$ cat src/rtl/mem_line_pkg.sv
// rtl/mem_line_pkg.sv - shared types and sizes for the line-transfer controller
package mem_line_pkg;

  localparam int NUM_BANKS  = 4;
  localparam int LINE_WORDS = 4;
  localparam int LINE_BITS  = 128;

  typedef enum logic [1:0] {
    IDLE,
    ISSUE,
    DRAIN,
    RESP
  } state_t;

  // Word k of a line; word 0 sits in the low 32 bits.
  function automatic logic [31:0] line_word(input logic [LINE_BITS-1:0] line,
                                            input logic [1:0] k);
    return line[32*k +: 32];
  endfunction

endpackage

$ cat src/rtl/bank_rd_tracker.sv
// rtl/bank_rd_tracker.sv - RD_LAT-deep valid/index delay line for issued bank reads
module bank_rd_tracker #(
  parameter int RD_LAT = 2
) (
  input  logic       clk,
  input  logic       rst,
  input  logic       issue_valid,
  input  logic [1:0] issue_idx,
  output logic       cap_valid,
  output logic [1:0] cap_idx
);

  logic [RD_LAT-1:0] vld_q;
  logic [1:0]        idx_q [RD_LAT];

  // Shift each issued read down the line so it emerges as the bank's data becomes valid.
  always_ff @(posedge clk or posedge rst) begin
    if (rst) begin
      vld_q <= '0;
      for (int i = 0; i < RD_LAT; i++) idx_q[i] <= 2'd0;
    end else begin
      vld_q[0] <= issue_valid;
      idx_q[0] <= issue_idx;
      for (int i = 1; i < RD_LAT; i++) begin
        vld_q[i] <= vld_q[i-1];
        idx_q[i] <= idx_q[i-1];
      end
    end
  end

  assign cap_valid = vld_q[RD_LAT-1];
  assign cap_idx   = idx_q[RD_LAT-1];

endmodule

$ cat src/rtl/mem_line_ctrl.sv
// rtl/mem_line_ctrl.sv - splits 4-word line reads/writes into one access per bank
module mem_line_ctrl
  import mem_line_pkg::*;
#(
  parameter int RD_LAT = 2
) (
  input  logic                 clk,
  input  logic                 rst,
  input  logic                 req_valid,
  output logic                 req_ready,
  input  logic                 req_wr,
  input  logic [31:0]          req_addr,
  input  logic [LINE_BITS-1:0] req_wdata,
  output logic                 rsp_valid,
  output logic [LINE_BITS-1:0] rsp_rdata,
  output logic                 rsp_err,
  output logic [NUM_BANKS-1:0] bank_en,
  output logic [NUM_BANKS-1:0] bank_rd,
  output logic [NUM_BANKS-1:0] bank_wr,
  output logic [31:0]          bank_addr,
  output logic [31:0]          bank_wdata,
  input  logic [31:0]          bank_rdata0,
  input  logic [31:0]          bank_rdata1,
  input  logic [31:0]          bank_rdata2,
  input  logic [31:0]          bank_rdata3,
  input  logic [NUM_BANKS-1:0] bank_err
);

  state_t               state_q, state_d;
  logic [1:0]           k_q;
  logic [7:0]           drain_q;
  logic                 wr_q;
  logic [31:0]          addr_q;
  logic [LINE_BITS-1:0] wdata_q;
  logic [LINE_BITS-1:0] rdata_q;
  logic                 err_q;
  logic                 prev_v_q;
  logic [1:0]           prev_k_q;
  logic                 accept;
  logic                 cap_valid;
  logic [1:0]           cap_idx;
  logic [31:0]          cap_word;

  assign accept = (state_q == IDLE) && req_valid;

  bank_rd_tracker #(.RD_LAT(RD_LAT)) u_tracker (
    .clk         (clk),
    .rst         (rst),
    .issue_valid ((state_q == ISSUE) && !wr_q),
    .issue_idx   (k_q),
    .cap_valid   (cap_valid),
    .cap_idx     (cap_idx)
  );

  // State register.
  always_ff @(posedge clk or posedge rst) begin
    if (rst) state_q <= IDLE;
    else     state_q <= state_d;
  end

  // Next state and bank strobes; everything bank-facing is zero outside ISSUE.
  always_comb begin
    state_d    = state_q;
    req_ready  = 1'b0;
    rsp_valid  = 1'b0;
    bank_en    = '0;
    bank_rd    = '0;
    bank_wr    = '0;
    bank_addr  = 32'd0;
    bank_wdata = 32'd0;
    case (state_q)
      IDLE: begin
        req_ready = 1'b1;
        if (req_valid) state_d = ISSUE;
      end
      ISSUE: begin
        bank_en[k_q] = 1'b1;
        bank_addr    = addr_q >> 2;
        if (wr_q) begin
          bank_wr[k_q] = 1'b1;
          bank_wdata   = line_word(wdata_q, k_q);
        end else begin
          bank_rd[k_q] = 1'b1;
        end
        if (k_q == 2'd3) state_d = DRAIN;
      end
      DRAIN: begin
        if (drain_q == 8'(RD_LAT - 1)) state_d = RESP;
      end
      RESP: begin
        rsp_valid = 1'b1;
        state_d   = IDLE;
      end
      default: state_d = IDLE;
    endcase
  end

  // Request latch plus the issue and drain counters.
  always_ff @(posedge clk or posedge rst) begin
    if (rst) begin
      wr_q    <= 1'b0;
      addr_q  <= 32'd0;
      wdata_q <= '0;
      k_q     <= 2'd0;
      drain_q <= 8'd0;
    end else begin
      if (accept) begin
        wr_q    <= req_wr;
        addr_q  <= req_addr;
        wdata_q <= req_wdata;
      end
      k_q     <= (state_q == ISSUE) ? k_q + 2'd1 : 2'd0;
      drain_q <= (state_q == DRAIN) ? drain_q + 8'd1 : 8'd0;
    end
  end

  // Sticky error: a bank's err is honoured in its issue cycle and the one after.
  always_ff @(posedge clk or posedge rst) begin
    if (rst) begin
      err_q    <= 1'b0;
      prev_v_q <= 1'b0;
      prev_k_q <= 2'd0;
    end else begin
      prev_v_q <= (state_q == ISSUE);
      prev_k_q <= k_q;
      if (accept)
        err_q <= 1'b0;
      else if (((state_q == ISSUE) && bank_err[k_q]) || (prev_v_q && bank_err[prev_k_q]))
        err_q <= 1'b1;
    end
  end

  // Pick the bank whose read is emerging from the tracker.
  always_comb begin
    cap_word = bank_rdata0;
    case (cap_idx)
      2'd1:    cap_word = bank_rdata1;
      2'd2:    cap_word = bank_rdata2;
      2'd3:    cap_word = bank_rdata3;
      default: cap_word = bank_rdata0;
    endcase
  end

  // Read line register; holds until the next read overwrites a word.
  always_ff @(posedge clk or posedge rst) begin
    if (rst)            rdata_q <= '0;
    else if (cap_valid) rdata_q[32*cap_idx +: 32] <= cap_word;
  end

  assign rsp_rdata = (rsp_valid && wr_q) ? '0 : rdata_q;
  assign rsp_err   = rsp_valid && err_q;

endmodule

$ cat config.mk
export PLATFORM = sky130hd
export DESIGN_NAME = mem_line_ctrl
export DESIGN_NICKNAME = d
export VERILOG_FILES = /design/src/rtl/mem_line_pkg.sv /design/src/rtl/bank_rd_tracker.sv /design/src/rtl/mem_line_ctrl.sv
export SDC_FILE = /design/constraint.sdc
export NUM_CORES = 1
export LEC_CHECK = 0
export ABC_AREA = 1
export BUFFER_PORTS_ARGS = -buffer_cell sky130_fd_sc_hd__buf_4
export CORE_ASPECT_RATIO = 0.75
export CORE_MARGIN = 10
export CORE_UTILIZATION = 25
export CTS_BUF_LIST = sky130_fd_sc_hd__clkbuf_8 sky130_fd_sc_hd__clkbuf_16
export DETAILED_ROUTE_END_ITERATION = 12
export GPL_TIMING_DRIVEN = 1
export HOLD_SLACK_MARGIN = 0.06
export SYNTH_ARGS = -nofsm -noshare
export SYNTH_HDL_FRONTEND = slang
export SYNTH_HIERARCHICAL = 1
export SYNTH_SLANG_ARGS = --single-unit
$ cat constraint.sdc
create_clock -name clk -period 8.4 [get_ports clk]
set_clock_uncertainty 0.05 [all_clocks]
set_input_delay 0.42 -clock clk [delete_from_list [all_inputs] [get_ports clk]]
set_output_delay 0.42 -clock clk [all_outputs]
set_load 0.005 [all_outputs]
### Word level (Yosys, flattened, before mapping)

Index checks and enable logic that the tools add are counted.

* word-level logic and storage cells: 71
* bits of input ports: 296
* register bits after elaboration: 309

* equal/unequal tests: 11
* multiplexer cells: 27
* $add $sub $neg: 3
* $lt $le $gt $ge: 3
* shift-type cells: 3
* reductions and logical operators: 12

Operators with widths (number)
* bitwise mux 128 bit: 1
* two-way mux 128 bit: 1
* variable shift 32 x 34 -> 128 bit (first input constant): 1
* variable part select 128 x 8 -> 32 bit: 1
* variable part select 32 x 34 -> 128 bit: 1
* one-hot mux 32 bit (3 select lines): 1
* two-way mux 32 bit: 2
* negator 7 -> 34 bit: 1
* two-way mux 30 bit: 1
* two-way mux 4 bit: 5
* == test 2 bit (second input constant): 5
* adder 8 x 1 -> 8 bit (second input constant): 1
* == test 8 x 1 -> 1 bit (second input constant): 1
* two-way mux 2 bit: 4
* two-way mux 8 bit: 1
* one-hot mux 2 bit (4 select lines): 1
* logical AND 1 bit: 7
* two-way mux 1 bit: 7
* less-than comparator 2 x 3 -> 1 bit (second input constant): 2
* binary-select mux 1 bit (select 2 bit): 2
* == test 2 x 1 -> 1 bit (second input constant): 2
* inequality test 2 bit (second input constant): 2
* AND reduction 3 bit: 1
* adder 2 x 1 -> 2 bit (second input constant): 1
* 7 further kinds: 7

### Logic depth before layout (Yosys ltp)

* depth after elaboration: 6
* depth in mapped cells: 10
* mapped depth without buffers: 8

### Cells and area by module

The synthesis kept the hierarchy.

Modules (own cells, without submodules)
* mem_line_ctrl: area an instance 14741.6 um^2, instances 1, cells an instance 1640
* bank_rd_tracker: area an instance 168.9 um^2, instances 1, cells an instance 9

### Least setup slack after synthesis

OpenSTA, ideal clock, no wires.

* path type: reg2out
* start: register k_q[0]
* end: output bank_rd[0]
* path buffers: 2
* cell stages (with the launch flop): 7
* arrival time: 1.276 ns
* slack: 6.654 ns
* path through: dfrtp_1 -> buf_4 -> inv_1 -> buf_4 -> ha_1 -> inv_1 -> nor3_1

* longest elaborated chain between the ends: 6

Ends and longest elaborated chain
* start, declared: line mem_line_ctrl.sv:30 `logic [1:0] k_q;`
* start signal, assigned: line mem_line_ctrl.sv:112 `k_q <= (state_q == ISSUE) ? k_q + 2'd1 : 2'd0;`
* less-than comparator 2 x 3 -> 1 bit (implied by the code) / greater-or-equal comparator 2 x 1 -> 1 bit (equally long branches): line mem_line_ctrl.sv:83 `bank_rd[k_q] = 1'b1;`
* logical AND 1 bit (implied by the code): line mem_line_ctrl.sv:83
* two-way mux 1 bit (implied by the code): line mem_line_ctrl.sv:83
* demux 1 bit (select 2 bit) (*): line mem_line_ctrl.sv:83
* two-way mux 4 bit (*): line mem_line_ctrl.sv:79 `if (wr_q) begin`
* two-way mux 4 bit (*): line mem_line_ctrl.sv:71 `case (state_q)`
* end, declared: line mem_line_ctrl.sv:18 `output logic [NUM_BANKS-1:0] bank_rd,`

Every way passes the cells marked *; elsewhere a longest branch is shown, timed or not.

### Final worst setup path

* start: register state_q[0]
* end: output rsp_rdata[92]

* longest elaborated chain between the ends: 4

Ends and longest elaborated chain
* start, declared: line mem_line_ctrl.sv:29 `state_t state_q, state_d;`
* start signal, assigned: line mem_line_ctrl.sv:58 `else state_q <= state_d;`
* == test 2 bit: line mem_line_ctrl.sv:71
* two-way mux 1 bit: line mem_line_ctrl.sv:71
* logical AND 1 bit: line mem_line_ctrl.sv:150 `assign rsp_rdata = (rsp_valid && wr_q) ? '0 : rdata_q;`
* two-way mux 128 bit: line mem_line_ctrl.sv:150
* end, declared: line mem_line_ctrl.sv:15 `output logic [LINE_BITS-1:0] rsp_rdata,`

No other way between the ends.

==> results.ini <==
[worst_setup_path]
timing.critical_path.required_ns=7.93
crit_path_max_incr_delay_ns=0.58
critical-path-slowest-cell=buf_4
critical_path.cell_chain=ha_1 > nand2_1 > clkinv_2 > buf_4 > nor2_1 > buf_4
critical_path.startpoint_type=flip-flop
critical_path_class=flip-flop to output port
critPathMaxFanout=80
critical_path_cell_count=6
worstPathBufferInverterCount=3
r2r.worst_path.cells=5
worst_path_dominant_cell_family=buffers and inverters
worst_setup_path_end_kind=output port
timing.critical_path.arrival_ns=3.03
timing.critical_path.mode_cell=buf_4

[detailed_routing]
drtAntennaViolNets=0
wire_per_inst_um=17.6
route.detailed.drc=0
route.final.wire_length_um=54000
drt_iter0_drc=613
detail_route.vias_per_cell=4.49
number_of_vias_in_the_routed_layout=13800
drt_first_pass_iters=7

[synthesis]
postSynthAreaPerCell_um2=9.04
synth_sequential_area_ratio_pct=51.9
synth.distinct_cells=25
yosysWarningCount=6
synth-edff-count=0
synth_simple_gate_area_share_pct=13.9
ys_dominant_reg_cell=dfrtp_1
main_combinational_cell_family_by_area_after_synthesis=simple AND/OR/NAND/NOR gates
postSynthCellCount=1649
synth-adder-area-share_pct=1.26
synth_mux_area_share_pct=9.59
synth_compound_gate_area_share_pct=12.2
synth_async_sr_flop_share_pct=100
post_synth_xor_area_fraction_pct=0.117
yosysTopAreaCellShare_pct=51.9
area_of_the_mapped_netlist_mm2=0.0149
postSynthRegisterBits=309
cell_type_contributing_the_most_total_cell_area_after_synthesis=dfrtp_1
yosys-top-cells-area=dfrtp_1, mux2_2, inv_1

[layout]
final_net_count=2564
layout-drive-gt1-share_pct=32.5
non_filler_cell_area_final_mm2=0.0220
area_delta_synth_final_pct=47.8
mostFrequentLayoutCells=buf_4, dfrtp_1, inv_1, nor2_1, nand2_1
n_fill_cell=5899
mostFrequentLayoutCell=buf_4

[floorplanning]
core_region_area_mm2=0.0590
chipHeight_um=232
top_level_ports=503
initial_core_util_pct=25.3
die_area_mm2=0.0699
fp-row-count=77
fp.dieW_um=302

[clock_network]
cts.path.max_buffers=3
clock_insertion_delay_worst_skew_ns=0.54
tritoncts_clock_tree=done
clock-root-buffer=clkbuf_16
clkSinkCount=309
postCtsSetupBuffers=0
post_cts_clock_slew_at_the_launch_and_capture_registers_of_the_worst_setup_and_hold_paths_ns=0.06
cts_htree_levels=2
cts-buffers-inserted=36

[sta]
timing_worst_slew_pin_value_ns=1.12
timing.max_slew.rel_slack_pct=25.1
setup_viol=0
grt_setup_unrepaired=no
timing.setup.tns_ns=0
timing.final.max_slew_violations=0
final_critical_path_setup_slack_ns=4.90
post-route-min-period_ns=3.50
final_min_period_over_clock_period_pct=41.7
final-hold-violation-count=0
clock.fmax_ghz=0.285

[power]
power_density_mw_per_mm2=324
vdd_ir_drop_max_mv=0.190
leakage_nw=10.9

[grt]
globalRouteOverflowTotal=0
grt_max_degree=164
grt_antenna_before_repair=9
grt.total_usage_pct=14.7
grt_pass1_vias=14600
grt_first_pass_wirelength_um=82200

[flow_run]
maxCapViolations=0

[run_status]
status=complete, no violations

[place]
detailedPlacementHpwl_um=37800
pre_cts_slack_ns=5.46
numPortBuffers=498
detailed_place.area_mm2=0.0191
gp_congestion=0.854

[worst_hold_path]
hold_path_class=primary input to flip-flop
timing.hold.worst_path_depth=3

==> cell usage after synthesis (3+ instances only) <==
library cell and n:
clkbuf_1 28, mux2_2 127, inv_1 256, buf_6 16
o22ai_2 30, buf_2 56, nor3_1 4, o21ai_1 15
nand3_1 74, nand2_1 199, o21ai_0 53, a21oi_1 98
nor2_1 244, buf_1 3, o22ai_1 98, inv_2 5
buf_4 10, ha_1 15, dfrtp_1 309
==> power by group <==
part / internal [W] / leakage (nW) / switching [W]
combinational: 0.00147 / 6.64 / 0.00160
sequential: 0.00215 / 3.59 / 0.000306
clock: 0.000981 / 0.637 / 0.000640
total: 0.00460 / 10.9 / 0.00254
==> layout make-up <==
class                   instances  area (µm²)  area share (%)
clock buffers                  47        1060            4.83
clock inverters                18         165           0.750
inverters                     261         985            4.47
multi-input cells             965        5550            25.2
flip-flops and latches        309        7740            35.1
well taps                     790         988            4.49
repair buffers                680        5530            25.1
diodes                          6        15.0          0.0681
==> worst paths after layout <==
| path | from | slack [ns] | endpoint |
|---|---|---|---|
| worst max-delay path | state_q[0] | 4.90 | rsp_rdata[92] |
| worst min-delay path | req_wdata[38] | 0.1 | wdata_q[38] |
| worst max register to register | state_q[0] | 5.46 | wdata_q[95] |
| worst min register to register | u_tracker/idx_q[3] | 0.30 | u_tracker/cap_idx[1] |
| max in group asynchronous | rst | 5.77 | wdata_q[98] |
| min in group asynchronous | rst | 0.41 | u_tracker/cap_idx[0] |
==> flip-flops by register name (all words and copies together) (netlist names), 8 cells and up <==
signal   count
rdata_q    128
wdata_q    128
addr_q      30
drain_q      8
==> metrics by stage <==
stage	instances	total power, W	util (%)	hold slack [ns]
finish	3076	0.00714	37.4	0.0974
global route	3076	0.00766	37.4	0.0730
CTS	3070	0.00723	37.3	0.0602
detailed placement	2841	0.00551	32.5	0.285
global placement	2841	0.00542	32.5	0.285
floorplan	1650	0.00419	-	0.161
==> timing repair <==
item / 4_1_cts / 5_1_grt
setup endpoints to repair: 0 / 0
hold endpoints to repair: 192 / 0
hold buffers: 164 / 0
gates resized for setup: 0 / 0
==> layer usage <==
layer	vias to the layer above	part of all wire [%]	GRT usage, %
met5	-	0.11	0
met4	8	2.4	4.57
met2	499	48	25.0
li1	6490	-	-
met3	92	8.4	4.63
met1	6710	41	17.4
==> worst register-to-register path: cells and delay by family (launching register included) <==
kind          cells  cell delay (ns)
simple gates      1             0.62
fa+ha+maj         1             0.26
flops             1             0.40
buf+inv           2             1.02
mux               1             0.48
==> kinds of logic after synthesis <==
family | Yosys count
AO/OA/AOI/OAI | 294
buffers and inverters | 376
multiplexers | 127
other | 1
XOR/XNOR | 2
AND/OR/NAND/NOR | 525
adder cells (fa/ha/maj) | 15
flip-flops | 309
Power figures use the tool's default switching activity.
